--- config.mk ---
export PLATFORM = sky130hd
export DESIGN_NAME = step_alt_sequencer
export DESIGN_NICKNAME = d
export VERILOG_FILES = /design/src/rtl/step_seq_pkg.sv /design/src/rtl/step_alt_sequencer.sv
export SDC_FILE = /design/constraint.sdc
export NUM_CORES = 1
export LEC_CHECK = 0
export BUFFER_PORTS_ARGS = -buffer_cell sky130_fd_sc_hd__buf_2
export CAP_MARGIN = 20
export CORE_ASPECT_RATIO = 0.8
export CORE_UTILIZATION = 54
export CTS_BUF_LIST = sky130_fd_sc_hd__clkbuf_4
export DETAILED_ROUTE_END_ITERATION = 7
export HOLD_SLACK_MARGIN = 0.02
export PLACE_DENSITY = 0.82
export SLEW_MARGIN = 30
export SYNTH_ARGS = -nofsm -noshare
export SYNTH_HDL_FRONTEND = slang
export SYNTH_SLANG_ARGS = --single-unit
--- constraint.sdc ---
create_clock -name clk -period 2.4 [get_ports clk]
set_input_delay 0 -clock clk [delete_from_list [all_inputs] [get_ports clk]]
set_output_delay 0 -clock clk [all_outputs]
set_load 0.02 [all_outputs]
--- src/rtl/step_seq_pkg.sv ---
// Shared state encoding and default step constants for the alternating
// increment/decrement sequencer.
package step_seq_pkg;

    typedef enum logic [1:0] {
        IDLE = 2'd0,
        INC  = 2'd1,
        DEC  = 2'd2,
        DONE = 2'd3
    } seq_state_t;

    localparam int DEF_W        = 8;
    localparam int DEF_CNT_W    = 3;
    localparam int DEF_INC_STEP = 2;
    localparam int DEF_DEC_STEP = 1;

endpackage

--- src/rtl/step_alt_sequencer.sv ---
// Sequencer that loads an operand and then walks y through alternating
// +INC_STEP / -DEC_STEP steps, one per clock, with start/busy/done handshake.
module step_alt_sequencer
    import step_seq_pkg::*;
#(
    parameter int W        = DEF_W,
    parameter int CNT_W    = DEF_CNT_W,
    parameter int INC_STEP = DEF_INC_STEP,
    parameter int DEC_STEP = DEF_DEC_STEP
) (
    input  logic             clk,
    input  logic             rstn,
    input  logic             start,
    input  logic             abort,
    input  logic             sel,
    input  logic [W-1:0]     a,
    input  logic [W-1:0]     b,
    input  logic [CNT_W-1:0] nsteps,
    output logic [W-1:0]     y,
    output logic             y_valid,
    output logic             busy,
    output logic             done,
    output logic             phase
);

    localparam logic [W-1:0]     INC_V = W'(INC_STEP);
    localparam logic [W-1:0]     DEC_V = W'(DEC_STEP);
    localparam logic [CNT_W-1:0] ONE   = CNT_W'(1);

    seq_state_t       state, state_nxt;
    logic [CNT_W-1:0] cnt, cnt_nxt;
    logic [W-1:0]     y_nxt;
    logic             y_valid_nxt, busy_nxt, done_nxt, phase_nxt;

    // cnt==1 marks the last step; a zero load wraps through all 2^CNT_W values.
    always_comb begin
        state_nxt   = state;
        cnt_nxt     = cnt;
        y_nxt       = y;
        y_valid_nxt = 1'b0;
        busy_nxt    = busy;
        done_nxt    = 1'b0;
        phase_nxt   = phase;
        case (state)
            IDLE: begin
                if (start) begin
                    y_nxt     = sel ? b : a;
                    cnt_nxt   = nsteps;
                    busy_nxt  = 1'b1;
                    phase_nxt = 1'b1;
                    state_nxt = INC;
                end
            end
            INC: begin
                if (abort) begin
                    state_nxt = DONE;
                end else begin
                    y_nxt       = y + INC_V;
                    y_valid_nxt = 1'b1;
                    cnt_nxt     = cnt - ONE;
                    phase_nxt   = 1'b0;
                    state_nxt   = (cnt == ONE) ? DONE : DEC;
                end
            end
            DEC: begin
                if (abort) begin
                    state_nxt = DONE;
                end else begin
                    y_nxt       = y - DEC_V;
                    y_valid_nxt = 1'b1;
                    cnt_nxt     = cnt - ONE;
                    phase_nxt   = 1'b1;
                    state_nxt   = (cnt == ONE) ? DONE : INC;
                end
            end
            DONE: begin
                done_nxt  = 1'b1;
                busy_nxt  = 1'b0;
                state_nxt = IDLE;
            end
            default: state_nxt = IDLE;
        endcase
    end

    always_ff @(posedge clk or negedge rstn) begin
        if (!rstn) begin
            state   <= IDLE;
            cnt     <= '0;
            y       <= '0;
            y_valid <= 1'b0;
            busy    <= 1'b0;
            done    <= 1'b0;
            phase   <= 1'b1;
        end else begin
            state   <= state_nxt;
            cnt     <= cnt_nxt;
            y       <= y_nxt;
            y_valid <= y_valid_nxt;
            busy    <= busy_nxt;
            done    <= done_nxt;
            phase   <= phase_nxt;
        end
    end

endmodule

* Word level (Yosys, flattened, before mapping)
Cells that the tools add are included.
** Word-level totals
- Register bits after elaboration :: 17
- Output and inout port bits :: 12
** Cells by class
- Equality and inequality tests :: 8
- $add $sub $neg :: 3
- Mux-type cells :: 22
- Reduce and logical (&&, ||, !) cells :: 8
** Operator list (number)
- 8-bit 2-to-1 mux :: 4
- 8-bit one-hot mux with 3 select lines :: 1
- 8-bit by 2-bit adder with 8-bit output (second input constant) :: 1
- 1-bit 2-to-1 mux :: 8
- 2-bit inequality test (second input constant) :: 4
- 2-bit one-hot mux with 4 select lines :: 1
- 8-bit by 1-bit subtractor with 8-bit output (second input constant) :: 1
- 2-bit 2-to-1 mux :: 3
- 3-bit 2-to-1 mux :: 2
- 3-bit one-hot mux with 2 select lines :: 1
- 2-bit == test (second input constant) :: 2
- 4-bit AND reduction :: 1
- 2-bit nonzero test :: 2
- 3-bit by 1-bit == test with 1-bit output (second input constant) :: 1
- 1-bit one-hot mux with 3 select lines :: 1
- 3-bit AND reduction :: 1
- 3-bit nonzero test :: 1
- 3-bit by 1-bit subtractor with 3-bit output (second input constant) :: 1
- 2-bit by 1-bit == test with 1-bit output (second input constant) :: 1
- 2-bit logical NOT :: 1
- 1-bit one-hot mux with 2 select lines :: 1
- 2-bit AND reduction :: 1
- 2-bit OR reduction :: 1

* Longest topological paths before layout
- Word-level depth :: 4
- Depth in mapped cells :: 9
- Gate-level depth less buffers :: 7

* Worst setup path after synthesis
OpenSTA, ideal clock, no wires.
- Path kind :: flip-flop to flip-flop
- From :: register y[1]
- To :: register y[7]
- Data required time :: 2.296 ns
- Stages on the path, launching flop included :: 8
- Arrival :: 1.832 ns
- Setup time :: 0.104 ns
- Slack :: 0.464 ns
- Cell sequence :: dfrtp_1 > inv_1 > ha_1 > a21boi_1 > nand2_1 > or3_1 > a211o_1 > o311ai_1
** On the way
- Word-level cells in the longest chain between the ends :: 3
- Elaborated cells between the ends (all ways) :: 5
- Those cells by class :: add/sub (2); mux (3)
** Ends and longest elaborated chain
- start, declared :: line step_alt_sequencer.sv:19 : output logic [W-1:0] y,
- start signal, assigned :: line step_alt_sequencer.sv:97 : y <= y_nxt;
- 8-bit by 1-bit subtractor with 8-bit output or 8-bit by 2-bit adder with 8-bit output (tied branches) :: line step_alt_sequencer.sv:69, step_alt_sequencer.sv:58
- 8-bit 2-to-1 mux, on equally long branches :: line step_alt_sequencer.sv:66, step_alt_sequencer.sv:55
- 8-bit one-hot mux with 3 select lines * :: line step_alt_sequencer.sv:44 : case (state)
Mark *: on every way between the ends. The rest lies on a longest branch, timed or not. The select of a mux whose other input is x is not followed.
A chain may end at the register's enable or synchronous reset.

* Worst setup path after layout
- From :: register y[2]
- To :: register y[7]
The elaborated chain is that of the path after synthesis.

==> results_dict.tcl <==
set metrics [dict create \
    final-hold-violation-count 0 \
    drc 6 \
    initialDrtViolationCount 63 \
    post_synth_inst_count 153 \
    drt_pre_antenna_iters 7 \
    start_util 0.587 \
    htreeDepth 1 \
    final_design_area_no_fill_mm2 0.00156 \
    area_growth_pct 20.2 \
    status "finished, violations left" \
    synth_top_family_by_area "compound AO/OA/AOI/OAI gates" \
    floorplan.die_area_mm2 0.00261 \
    number_of_antenna_violations_at_the_first_check_in_global_routing 0 \
    ctsLongestPathBuffers 2 \
    start_point_of_the_worst_min_delay_path "nsteps[1]" \
    clock-skew-final_ns 0.00525 \
    fp.coreArea_mm2 0.00221 \
    timing.rr.end "y[7]" \
    netSwitchingFraction 0.518 \
    p_int_w 0.00112 \
    crit_end "y[7]" \
    comb_power_frac 0.654 \
    post-route-period-util 0.860 \
    drtAntennaViolNets 0 \
    max_freq_ghz 0.484 \
    net_count_synth 187 \
    insertion_delay_ns 0.31 \
    post_detail_place_hpwl_um 2280 \
    share_seq_of_total_power 0.272 \
    mean_area_per_synthesized_cell_um2 8.50 \
    critPathMaxFanout 7 \
    yosys.area_share.adder 0.0962 \
    violations_in_the_final_reports "DRC" \
    finalWeightedCongestion 0.887 \
    insertedDiodeCount 0 \
    globalRoute.totalOverflow 0 \
    grt_pass1_vias 1215 \
    hp-class "input port to register" \
    crit-reg2reg-launch "y[2]" \
    worst_ep_arrival_time_ns 2.27 \
    count_of_input_and_output_buffers 35 \
    cells_along_the_critical_path "inv_1 -> ha_1 -> a21boi_1 -> nand2_1 -> or3_1 -> a211o_1 -> o311ai_1" \
    route.detailed.wl_per_inst_um 14.0 \
    rr_worst_depth 7 \
    wl_um 3050 \
    ys_seq_area_frac 0.328 \
    setup_total_negative_slack_ns 0 \
    power.share.clock 0.074 \
    post_synth_most_frequent_cells "17 x sky130_fd_sc_hd__nand2_1, 16 x sky130_fd_sc_hd__dfrtp_1, 13 x sky130_fd_sc_hd__inv_1, 13 x sky130_fd_sc_hd__o21ai_0, 11 x sky130_fd_sc_hd__nor2b_1" \
    post_synth_instance_area_mm2 0.00130 \
    ys_types 40 \
    post_layout_minimum_cycle_time_ns 2.06 \
    synth_compound_area_frac 0.249 \
    register_bit_total_from_synthesis 17 \
    layout-drive-gt1-share 0.229 \
    grt_setup_unrepaired "no" \
    critical_path.startpoint "y[2]" \
    leakagePower_nw 0.756 \
    worstSetupEndpointType "register" \
    setup_ws_ns 0.335 \
    final-max-slew-violation-count 0 \
    synth_flop_cell "sky130_fd_sc_hd__dfrtp_1" \
    relSlewSlack 0.688 \
    top_level_ports 36 \
    synth_simple_gate_area_share 0.192 \
    setup.worst_path.start_class "register" \
    critical_path_required_ns 2.61 \
    ff2ff_setup_slack_ns 0.34 \
    synth_edf_count 0 \
    cts-resized-gates 0 \
    grt_first_pass_wirelength_um 5130 \
    post_drt_via_cell_ratio 5.88 \
    design.final.nets 227 \
    max_slew.worst_pin.slew_ns 0.465 \
    yosys.cell_count.top_type "sky130_fd_sc_hd__nand2_1" \
    std_cell_rows 15 \
    maximum_number_of_pins_on_one_net_before_global_route_repair 18 \
    die_h_um 45.9 \
    worstSetupPathType "register to register" \
    post_cts_buffers 0 \
    maximum_single_stage_delay_on_the_critical_path_ns 0.47 \
    cp_num_buf_inv 1 \
    path_depth 7 \
    area_fraction_of_the_dominant_cell_type_after_synthesis 0.308 \
    yosysTopAreaCell "sky130_fd_sc_hd__dfrtp_1" \
    cts_buffers 3 \
    synth.mux.area_fraction 0.0318 \
    vias 1277 \
    cts-root-buf "sky130_fd_sc_hd__clkbuf_4" \
    fraction_of_synthesized_cell_area_in_xor_and_xnor_cells 0.0269 \
    peakVddDrop_v 0.000721 \
    maxCapViolCount 0 \
    die_w_um 56.9 \
    placedInstanceArea_mm2 0.00147 \
    timing.final.setup_violations 0 \
    crit_path_top_delay_cell "sky130_fd_sc_hd__dfrtp_1" \
    clock-sinks 17 \
    final_core_util 0.706 \
    worst_setup_hold_path_clk_slew_ns 0.11 \
    post_synth_main_area_contributors "sky130_fd_sc_hd__dfrtp_1 31%, sky130_fd_sc_hd__ha_1 9.6%, sky130_fd_sc_hd__nor2b_1 5.3%" \
    tritoncts "done" \
    async_flop_share 1.00 \
    cp_top_family "compound AO/OA/AOI/OAI gates" \
    grt_usage 0.262 \
    dp_worst_setup_slack_ns 0.360 \
    power.density_cell_area_mw_per_mm2 1480 \
    synth-warning-count 0 \
    cts_hold_buffers 6 \
    power_switching_w 0.00120 \
]
==> cells in the final DEF (no fill, tap or decap), types with 2 or more instances in the layout <==
cell type,instances
sky130_fd_sc_hd__dlygate4sd3_1,6
sky130_fd_sc_hd__buf_2,35
sky130_fd_sc_hd__nor2_1,9
sky130_fd_sc_hd__a32o_1,2
sky130_fd_sc_hd__nand2b_1,2
sky130_fd_sc_hd__o21ai_0,13
sky130_fd_sc_hd__ha_1,10
sky130_fd_sc_hd__o311ai_1,2
sky130_fd_sc_hd__a211oi_1,4
sky130_fd_sc_hd__buf_4,2
sky130_fd_sc_hd__inv_1,13
sky130_fd_sc_hd__dfrtp_1,16
sky130_fd_sc_hd__mux2i_1,3
sky130_fd_sc_hd__nor2b_1,11
sky130_fd_sc_hd__xor2_1,3
sky130_fd_sc_hd__o22ai_1,2
sky130_fd_sc_hd__a21boi_0,2
sky130_fd_sc_hd__a31oi_1,3
sky130_fd_sc_hd__clkbuf_4,3
sky130_fd_sc_hd__nand3_1,4
sky130_fd_sc_hd__nand2_1,17
sky130_fd_sc_hd__a21oi_1,5
sky130_fd_sc_hd__o31ai_1,3
sky130_fd_sc_hd__nor3_1,2
sky130_fd_sc_hd__o21ai_1,2
sky130_fd_sc_hd__a211o_1,3
==> worst min-delay path by stage <==
| stage | end | slack [ns] | cells past startpoint |
|---|---|---|---|
| floorplan | busy | -0.30 | 0 |
| global placement | y[5] | -0.05 | 1 |
| detailed placement | y[7] | -0.05 | 1 |
| CTS | y[6] | 0.05 | 3 |
| global route | cnt[1] | 0.06 | 5 |
| finish | cnt[1] | 0.04 | 5 |
==> per-layer routing <==
layer,global-route usage,vias to the layer above,routed length (um)
li1,-,619,-
met1,0.315,610,1260
met2,0.462,43,1560
met3,0.0625,5,203
met4,0.107,0,17
met5,0,-,0
==> kinds of logic (layout without fill, tap and decap cells) <==
family / after synthesis / after routing
XOR/XNOR: 4 / 4
AO/OA/AOI/OAI: 48 / 48
AND/OR/NAND/NOR: 49 / 49
flip-flops: 17 / 17
adder cells (fa/ha/maj): 10 / 10
buffers and inverters: 21 / 60
multiplexers: 4 / 4
==> sequential cells by signal (all words and copies together) (netlist names) <==
signal / count
state: 2
done: 1
y_valid: 1
y: 8
busy: 1
phase: 1
cnt: 3
==> worst min-delay path: cells and delay by family <==
family	cells	cell delay (ns)
and+or+nand+nor	1	0.09
AOI/OAI and AO/OA	1	0.04
buffers and inverters	2	0.14
muxes	1	0.06
==> stage by stage <==
step	cells	total power, W	hold slack (ns)
2_1_floorplan	153	0.00176	-0.296
3_3_place_gp	207	0.00207	-0.0526
3_5_place_dp	207	0.00214	-0.0475
4_1_cts	217	0.00232	0.0465
5_1_grt	217	0.00254	0.0605
6_report	217	0.00232	0.0423
==> cell type report <==
class / instances / area (um^2)
clock inverter: 1 / 7.51
tap: 25 / 31.3
clock buffer: 3 / 22.5
fill: 200 / 652
timing repair buffer: 43 / 250
inverter: 13 / 48.8
sequential: 17 / 427
multi-input combinational: 115 / 776
==> power groups by stage <==
stage | clock, W | sequential [W] | combinational [W]
after floorplan | 0 | 0.000693 | 0.00107
after global placement | 0 | 0.000621 | 0.00145
after detailed placement | 0 | 0.000640 | 0.00150
after CTS | 0.000173 | 0.000633 | 0.00152
after global routing | 0.000186 | 0.000658 | 0.00170
final | 0.000171 | 0.000630 | 0.00152
Note: power is estimated with default switching activity, not from simulation.
